--- src/rtl/vend_sequencer.sv ---
// Sequencing controller for the Moore vending machine: coin credit, vend handshake
// with ack timeout, and nickel-by-nickel change/refund. Every output is a flop.
//
// state     | meaning
// ----------+-----------------------------------------------------------
// S_IDLE    | no credit held; first valid coin starts a transaction
// S_COLLECT | partial credit below PRICE; more coins or cancel accepted
// S_VEND    | Vend asserted, waiting for Dispense_ack or timeout
// S_CHANGE  | paying out remaining credit, one nickel every other cycle
module vend_sequencer #(
  parameter int PRICE       = 15,
  parameter int ACK_TIMEOUT = 8,
  parameter int CW          = 6
) (
  input  logic          clk,
  input  logic          reset,
  input  logic          Nickel,
  input  logic          Dime,
  input  logic          Quarter,
  input  logic          Cancel,
  input  logic          Dispense_ack,
  output logic          Vend,
  output logic          Change_nickel,
  output logic          Coin_reject,
  output logic          Fault,
  output logic [CW-1:0] Credit,
  output logic [1:0]    State_out
);

  typedef enum logic [1:0] {
    S_IDLE    = 2'b00,
    S_COLLECT = 2'b01,
    S_VEND    = 2'b10,
    S_CHANGE  = 2'b11
  } state_e;

  localparam logic [CW-1:0] PRICE_C      = CW'(PRICE);
  localparam logic [CW-1:0] NICKEL_C     = CW'(5);
  localparam logic [CW-1:0] DIME_C       = CW'(10);
  localparam logic [CW-1:0] QUARTER_C    = CW'(25);
  localparam logic [7:0]    TIMEOUT_LAST = 8'(ACK_TIMEOUT - 1);

  state_e        state_q, state_d;
  logic [CW-1:0] credit_q, credit_d;
  logic          vend_q, vend_d;
  logic          change_nickel_q, change_nickel_d;
  logic          coin_reject_q, coin_reject_d;
  logic          fault_q, fault_d;
  logic [7:0]    cnt_q, cnt_d;
  logic          toggle_q, toggle_d;

  logic          any_coin;
  logic          valid_coin;
  logic          multi_coin;
  logic [CW-1:0] coin_val;
  logic [CW-1:0] credit_sum;

  always_comb begin
    any_coin   = Nickel | Dime | Quarter;
    valid_coin = (Nickel ^ Dime ^ Quarter) & ~(Nickel & Dime & Quarter);
    multi_coin = any_coin & ~valid_coin;
    coin_val   = '0;
    if (Nickel)       coin_val = NICKEL_C;
    else if (Dime)    coin_val = DIME_C;
    else if (Quarter) coin_val = QUARTER_C;
    credit_sum = credit_q + coin_val;
  end

  always_comb begin
    state_d         = state_q;
    credit_d        = credit_q;
    change_nickel_d = 1'b0;
    coin_reject_d   = 1'b0;
    fault_d         = 1'b0;
    cnt_d           = '0;
    toggle_d        = 1'b0;

    unique case (state_q)
      S_IDLE: begin
        if (multi_coin) begin
          coin_reject_d = 1'b1;
        end else if (valid_coin) begin
          credit_d = coin_val;
          state_d  = (coin_val >= PRICE_C) ? S_VEND : S_COLLECT;
        end
      end

      S_COLLECT: begin
        // Cancel takes priority; a coin offered alongside it goes back out.
        if (Cancel) begin
          coin_reject_d = any_coin;
          state_d       = S_CHANGE;
        end else if (multi_coin) begin
          coin_reject_d = 1'b1;
        end else if (valid_coin) begin
          credit_d = credit_sum;
          if (credit_sum >= PRICE_C) state_d = S_VEND;
        end
      end

      S_VEND: begin
        coin_reject_d = any_coin;
        if (Dispense_ack) begin
          credit_d = credit_q - PRICE_C;
          state_d  = (credit_q == PRICE_C) ? S_IDLE : S_CHANGE;
        end else if (cnt_q == TIMEOUT_LAST) begin
          fault_d = 1'b1;
          state_d = S_CHANGE;
        end else begin
          cnt_d = cnt_q + 8'd1;
        end
      end

      S_CHANGE: begin
        coin_reject_d = any_coin;
        if (credit_q == '0) begin
          state_d = S_IDLE;
        end else if (!toggle_q) begin
          change_nickel_d = 1'b1;
          credit_d        = credit_q - NICKEL_C;
          if (credit_q == NICKEL_C) state_d = S_IDLE;
          else                      toggle_d = 1'b1;
        end
      end

      default: state_d = S_IDLE;
    endcase

    vend_d = (state_d == S_VEND);
  end

  always_ff @(posedge clk) begin
    if (reset) begin
      state_q         <= S_IDLE;
      credit_q        <= '0;
      vend_q          <= 1'b0;
      change_nickel_q <= 1'b0;
      coin_reject_q   <= 1'b0;
      fault_q         <= 1'b0;
      cnt_q           <= '0;
      toggle_q        <= 1'b0;
    end else begin
      state_q         <= state_d;
      credit_q        <= credit_d;
      vend_q          <= vend_d;
      change_nickel_q <= change_nickel_d;
      coin_reject_q   <= coin_reject_d;
      fault_q         <= fault_d;
      cnt_q           <= cnt_d;
      toggle_q        <= toggle_d;
    end
  end

  assign Vend          = vend_q;
  assign Change_nickel = change_nickel_q;
  assign Coin_reject   = coin_reject_q;
  assign Fault         = fault_q;
  assign Credit        = credit_q;
  assign State_out     = state_q;

endmodule

--- config.mk ---
export PLATFORM = sky130hd
export DESIGN_NAME = vend_sequencer
export DESIGN_NICKNAME = d
export VERILOG_FILES = /design/src/rtl/vend_sequencer.sv
export SDC_FILE = /design/constraint.sdc
export NUM_CORES = 1
export LEC_CHECK = 0
export ABC_AREA = 1
export ABC_CLOCK_PERIOD_IN_PS = 4200
export CORE_ASPECT_RATIO = 2
export CORE_MARGIN = 2
export CORE_UTILIZATION = 59
export CTS_CLUSTER_DIAMETER = 100
export DETAILED_ROUTE_END_ITERATION = 10
export PLACE_DENSITY_LB_ADDON = 0.12
export RECOVER_POWER = 25
export SYNTH_ARGS = -nofsm -noshare
export SYNTH_HDL_FRONTEND = slang
export SYNTH_SLANG_ARGS = --single-unit
--- constraint.sdc ---
create_clock -name clk -period 4.2 [get_ports clk]
set_input_delay 0.84 -clock clk [delete_from_list [all_inputs] [get_ports clk]]
set_output_delay 0.84 -clock clk [all_outputs]
set_load 0.02 [all_outputs]
==> results.cfg, run 1 <==
[sta]
skew_ns = 0.00504
slew_viol_final = 0
slew_headroom = 0.694
hold_viol_final = 0
fin_tns_setup_ns = 0
finalSetupViolCount = 0
finalCriticalPeriod_ns = 2.95
holdWs_ns = 0.452
timing.final.crit_share = 0.701
timing.fmax_mhz = 339
worst_pin_slew_ns = 0.460
rsz0062_at_grt = false

[cts]
cts_hold_buf = 0
cts_max_level = 1
cts_setup_buffers = 0
clockBufferDepth = 2
clkTransAtPathRegs_ns = 0.07
post_cts_resized = 0
cts_tree = built
worstSkewPairLatency_ns = 0.26
root_buffer = clkbuf_8
cts_sinks = 21
cts_buffers = 3

[logic_synthesis]
synthCells = 233
synth_cell_types = 33
ys_ff_latch = 21
syn-num-nets = 256
ys_seq_area_frac = 0.269
yosys_warnings = 0
synthesis.area_sq_um = 1560
avgSynthCellArea_sq_um = 6.71

[layout]
nets = 279
stdcell_count = 283
final_cell_mix = 53 x nand2_1, 34 x inv_1, 24 x nor2_1
fillers = 230
area_growth_pct = 16.7
final_common_cell = nand2_1
diodes = 0
fin_util = 0.719
final_layout_size_suffix_gt1_frac = 0.0667

[route]
vias = 1591
avgRoutedWirePerCell_um = 13.5
drc = 0
viasPerCell = 5.62
dr.pass1.iters = 5
drtIter0Drc = 80
final_antenna_net_count = 0
wl_mm = 3.82

[power]
switching_share = 0.401
power_frac_seq = 0.382
p_switching_w = 0.000255
power_w = 0.000635
p_int_w = 0.000380
ir_drop_v = 0.000224
p_clk_frac = 0.205
combPwrFrac = 0.412
p_per_area_nw_per_um2 = 348
p_leak_nw = 0.825

[worst_setup_path]
critical_path.cell_chain = clkdlybuf4s50_1, inv_1, ha_1, fa_1, nand3_1, nand3b_1, nand2_1, nand2_1, inv_1, nand2_1, nand2_1, nand2_1, a21oi_1, and2_1
crit_top_cell = nand2_1
path_max_fanout = 6
endpoint_kind = register
cpMaxStageDelayCell = clkdlybuf4s50_1
slowest_delay_ns = 0.57
crit_type = in2reg
cp.required_ns = 4.41
worstPathArrival_ns = 3.15
worstSetupStartpointType = input pin

[global_routing]
antenna_found_initial = 0
grtUsageTotal = 0.288
grt_pass1_wl_mm = 6.33
grt_max_degree = 13
first_global_vias = 1543
grt_overflow = 0

[placed_design]
hpwl_mm = 3.19
dp.cells = 279
gp_congestion = 0.893
port_buffers = 18

[floorplanning]
die_h_um = 76.8
chipWidth_um = 40.4
dieArea_sq_um = 3100
placementRows = 26
start_util = 0.616
top_level_ports = 19
core_area_sq_um = 2540

[run_status]
status = completed

[hold_path]
hold_class = reg2reg

[job]
drv_cap = 0
[per-layer routing]
metal / up-vias / part of all wire / routed length (um) / global-route usage
met5: - / 0 / 0 / 0
met4: 0 / 0.063 / 240 / 0.173
met3: 20 / 0.038 / 144 / 0.0318
met2: 47 / 0.56 / 2150 / 0.530
met1: 710 / 0.34 / 1290 / 0.256
li1: 814 / - / - / -
[state kept, by name, summed over array words and instances, names as in the netlist]
register       flops
State_out          2
Fault              1
Vend               1
Coin_reject        1
toggle_q           1
Credit             6
cnt_q              8
Change_nickel      1
[cell usage after synthesis (all sizes together)]
master    n  share of area
o2111ai   1         0.0056
nand4     4          0.016
dfxtp    21           0.27
clkinv    1         0.0056
or2       1         0.0040
o21bai    1         0.0048
o31ai     2         0.0096
nor3      5          0.016
a31oi     2         0.0080
nor3b     1         0.0048
o22ai     1         0.0040
a211oi    1         0.0080
xor2      1         0.0056
o21ai    11          0.035
nand3b    2         0.0096
nand2    56           0.14
and2      2         0.0080
fa        2          0.026
a221oi    2          0.011
nand3    18          0.058
inv      36          0.086
ha       14           0.11
o211ai    2         0.0096
a21oi    17          0.059
nor2     26          0.066
nor4      1         0.0080
xnor2     1         0.0056
o221ai    1         0.0056
[kinds of logic after synthesis]
family	synth area share
xor gates and xnor gates	0.0112
DFF	0.269
and+or+nand+nor	0.329
AOI/OAI and AO/OA	0.161
adders and majority gates	0.138
buffers and inverters	0.0921
[cell type report]
type | count | area (sq um) | share of cell area
timing repair buffer | 18 | 180 | 0.0988
inverter | 37 | 144 | 0.0789
sequential | 21 | 420 | 0.230
tap | 28 | 35.0 | 0.0192
clock buffer | 3 | 41.3 | 0.0226
multi-input combinational | 175 | 998 | 0.547
clock inverter | 1 | 5.00 | 0.00274
[final timing paths]
path | end | start | slack, ns | cells past startpoint
setup / recovery | State_out[0] | Nickel | 1.25 | 14
hold / removal | cnt_q[0] | cnt_q[0] | 0.45 | 1
setup reg to reg | State_out[0] | Credit[0] | 2.17 | 12
hold reg to reg | cnt_q[0] | cnt_q[0] | 0.45 | 1
[power groups by stage]
| stage | Combinational (W) | Sequential (W) | Clock [W] |
|---|---|---|---|
| detailed placement | 0.000260 | 0.000247 | 0 |
| global placement | 0.000257 | 0.000247 | 0 |
| finish | 0.000262 | 0.000243 | 0.000130 |
| floorplan | 0.000168 | 0.000256 | 0 |
| CTS | 0.000261 | 0.000242 | 0.000131 |
| global route | 0.000297 | 0.000245 | 0.000138 |
[stage by stage]
stage / cell area [sq um] / setup slack (ns)
floorplan: 1560 / 1.72
global placement: 1780 / 1.00
detailed placement: 1780 / 0.973
CTS: 1820 / 1.24
global route: 1820 / 0.967
finish: 1820 / 1.25
[worst max-delay path, delay by kind of cell]
family | cells | cell delay [ns]
fa+ha+maj | 2 | 0.72
compound gates | 1 | 0.16
buf+inv | 3 | 0.75
simple gates | 8 | 0.67
Note: power is estimated with default switching activity, not from simulation.
==> run 2, diff against run 1 <==
--- a/config.mk
+++ b/config.mk
@@ -6,10 +6,10 @@
 export NUM_CORES = 1
 export LEC_CHECK = 0
 export ABC_AREA = 1
-export ABC_CLOCK_PERIOD_IN_PS = 4200
+export ABC_CLOCK_PERIOD_IN_PS = 2900
 export CORE_ASPECT_RATIO = 2
 export CORE_MARGIN = 2
-export CORE_UTILIZATION = 59
+export CORE_UTILIZATION = 55
 export CTS_CLUSTER_DIAMETER = 100
 export DETAILED_ROUTE_END_ITERATION = 10
 export PLACE_DENSITY_LB_ADDON = 0.12
==> constraint.sdc (replaced) <==
create_clock -name clk -period 2.9 [get_ports clk]
set_input_delay 0.58 -clock clk [delete_from_list [all_inputs] [get_ports clk]]
set_output_delay 0.58 -clock clk [all_outputs]
set_load 0.02 [all_outputs]
==> results.cfg, run 2 (synthesis results as in run 1) <==
[run_status]
status = completed

[worst_setup_path]
worstSetupStartpointType = input pin
endpoint_kind = register
crit_type = in2reg
worstReg2RegEnd = Vend
reg2reg_depth = 14
worstPathArrival_ns = 2.85
path_max_fanout = 3
startpoint = Dime
r2r_slack_ns = 0.83
r2r-start = Credit[0]
cp.required_ns = 3.10

[power]
p_per_area_nw_per_um2 = 504
ir_drop_v = 0.000433
p_leak_nw = 0.843

[sta]
finalCriticalPeriod_ns = 2.66
skew_ns = 0.0100
timing.fmax_mhz = 376
finalSetupViolCount = 0
slew_headroom = 0.704
holdWs_ns = 0.449
timing.final.crit_share = 0.917
worst_pin_slew_ns = 0.445
rsz0062_at_grt = false
slew_viol_final = 0
layout_setup_ws_ns = 0.241
fin_tns_setup_ns = 0
hold_viol_final = 0

[layout]
final_area_sq_um = 1850
largest_register_ffs = 8
multiInputGateArea_sq_um = 996
final_layout_size_suffix_gt1_frac = 0.0772
diodes = 0
final_common_cell = nand2_1
seq_area_sq_um = 420
fillers = 256
nets = 283
final_cell_mix = 53 x nand2_1, 34 x inv_1, 25 x nor2_1
top_register = cnt_q
area_growth_pct = 18.6
stdcell_count = 288

[cts]
cts_max_level = 1
cts_buffers = 3
root_buffer = clkbuf_8
clkTransAtPathRegs_ns = 0.07
post_cts_resized = 0
cts_sinks = 21
clockBufferDepth = 2
cts_setup_buffers = 0
cts_tree = built
worstSkewPairLatency_ns = 0.26
cts_hold_buf = 0

[route]
final_antenna_net_count = 0
drc = 0
dr.pass1.iters = 4
wl_mm = 3.96
drtIter0Drc = 39
viasPerCell = 5.61
vias = 1617
avgRoutedWirePerCell_um = 13.8

[floorplanning]
chipWidth_um = 41.7
placementRows = 27
core_area_sq_um = 2740
start_util = 0.571
dieArea_sq_um = 3310
die_h_um = 79.4
top_level_ports = 19

[placed_design]
gp_congestion = 0.917
placed_cell_area_sq_um = 1810
hpwl_mm = 3.24
dp_slack_ns = -0.00857
dp.cells = 284
port_buffers = 18

[hold_path]
min_from = cnt_q[0]
min_path_cells = 1
min_to = cnt_q[0]
hold_class = reg2reg

[global_routing]
grtUsageTotal = 0.265
first_global_vias = 1654
grt_max_degree = 13
grt_overflow = 0
grt_pass1_wl_mm = 6.88
antenna_found_initial = 0

[job]
drv_cap = 0
==> run 2: cell count changes in the layout (fill, tap and decap cells not counted), sizes merged <==
cell | previous run | this run
clkdlybuf4s50 | 16 | 17
buf | 0 | 4
dlygate4sd3 | 2 | 1
==> run 2: report_power, final <==
group	switching, W	total [W]	internal (W)
Combinational	0.000238	0.000390	0.000152
Clock	0.0000977	0.000193	0.0000958
Sequential	0.0000418	0.000351	0.000309
==> run 2: worst max-delay path, stage by stage <==
cell             delay, ns
clkdlybuf4s50_1       0.51
inv_1                 0.08
nand2_1               0.08
nand2_1               0.09
ha_1                  0.21
fa_1                  0.51
nand2_1               0.07
nor2_1                0.10
nand3_1               0.08
nand2_1               0.06
inv_1                 0.03
nand2_1               0.06
nand3_1               0.07
nand2_1               0.06
nand2_1               0.05
nand2_1               0.05
nand2_1               0.06
nor2_1                0.10
==> run 2: per-layer routing <==
layer / vias to the layer above / part of all wire / wire [um] / global-route usage
met5: - / 0 / 0 / 0
met4: 0 / 0.050 / 199 / 0.161
met3: 18 / 0.028 / 110 / 0.0271
met2: 36 / 0.57 / 2240 / 0.525
met1: 742 / 0.36 / 1410 / 0.244
li1: 821 / - / - / -
==> run 2: metrics by stage <==
| stage | util | power, W |
|---|---|---|
| after CTS | 0.678 | 0.000937 |
| after detailed placement | 0.661 | 0.000743 |
| after global routing | 0.677 | 0.000995 |
| after global placement | 0.661 | 0.000737 |
| after floorplan | - | 0.000613 |
| final | 0.677 | 0.000935 |
==> run 2: worst max-delay path by stage <==
stage / to / slack (ns) / cells after the start
finish: Vend / 0.24 / 18
floorplan: State_out[0] / 0.68 / 15
global route: Vend / 0.06 / 19
CTS: Vend / 0.25 / 18
detailed placement: Vend / -0.009 / 18
global placement: Vend / 0.07 / 18
==> run 2: cell type report <==
| cell class | count | area share |
|---|---|---|
| well taps | 29 | 0.0196 |
| repair buffers | 22 | 0.113 |
| multi-input cells | 175 | 0.537 |
| clock buffers | 3 | 0.0223 |
| clock inverters | 1 | 0.00270 |
| flip-flops and latches | 21 | 0.227 |
| inverters | 37 | 0.0777 |
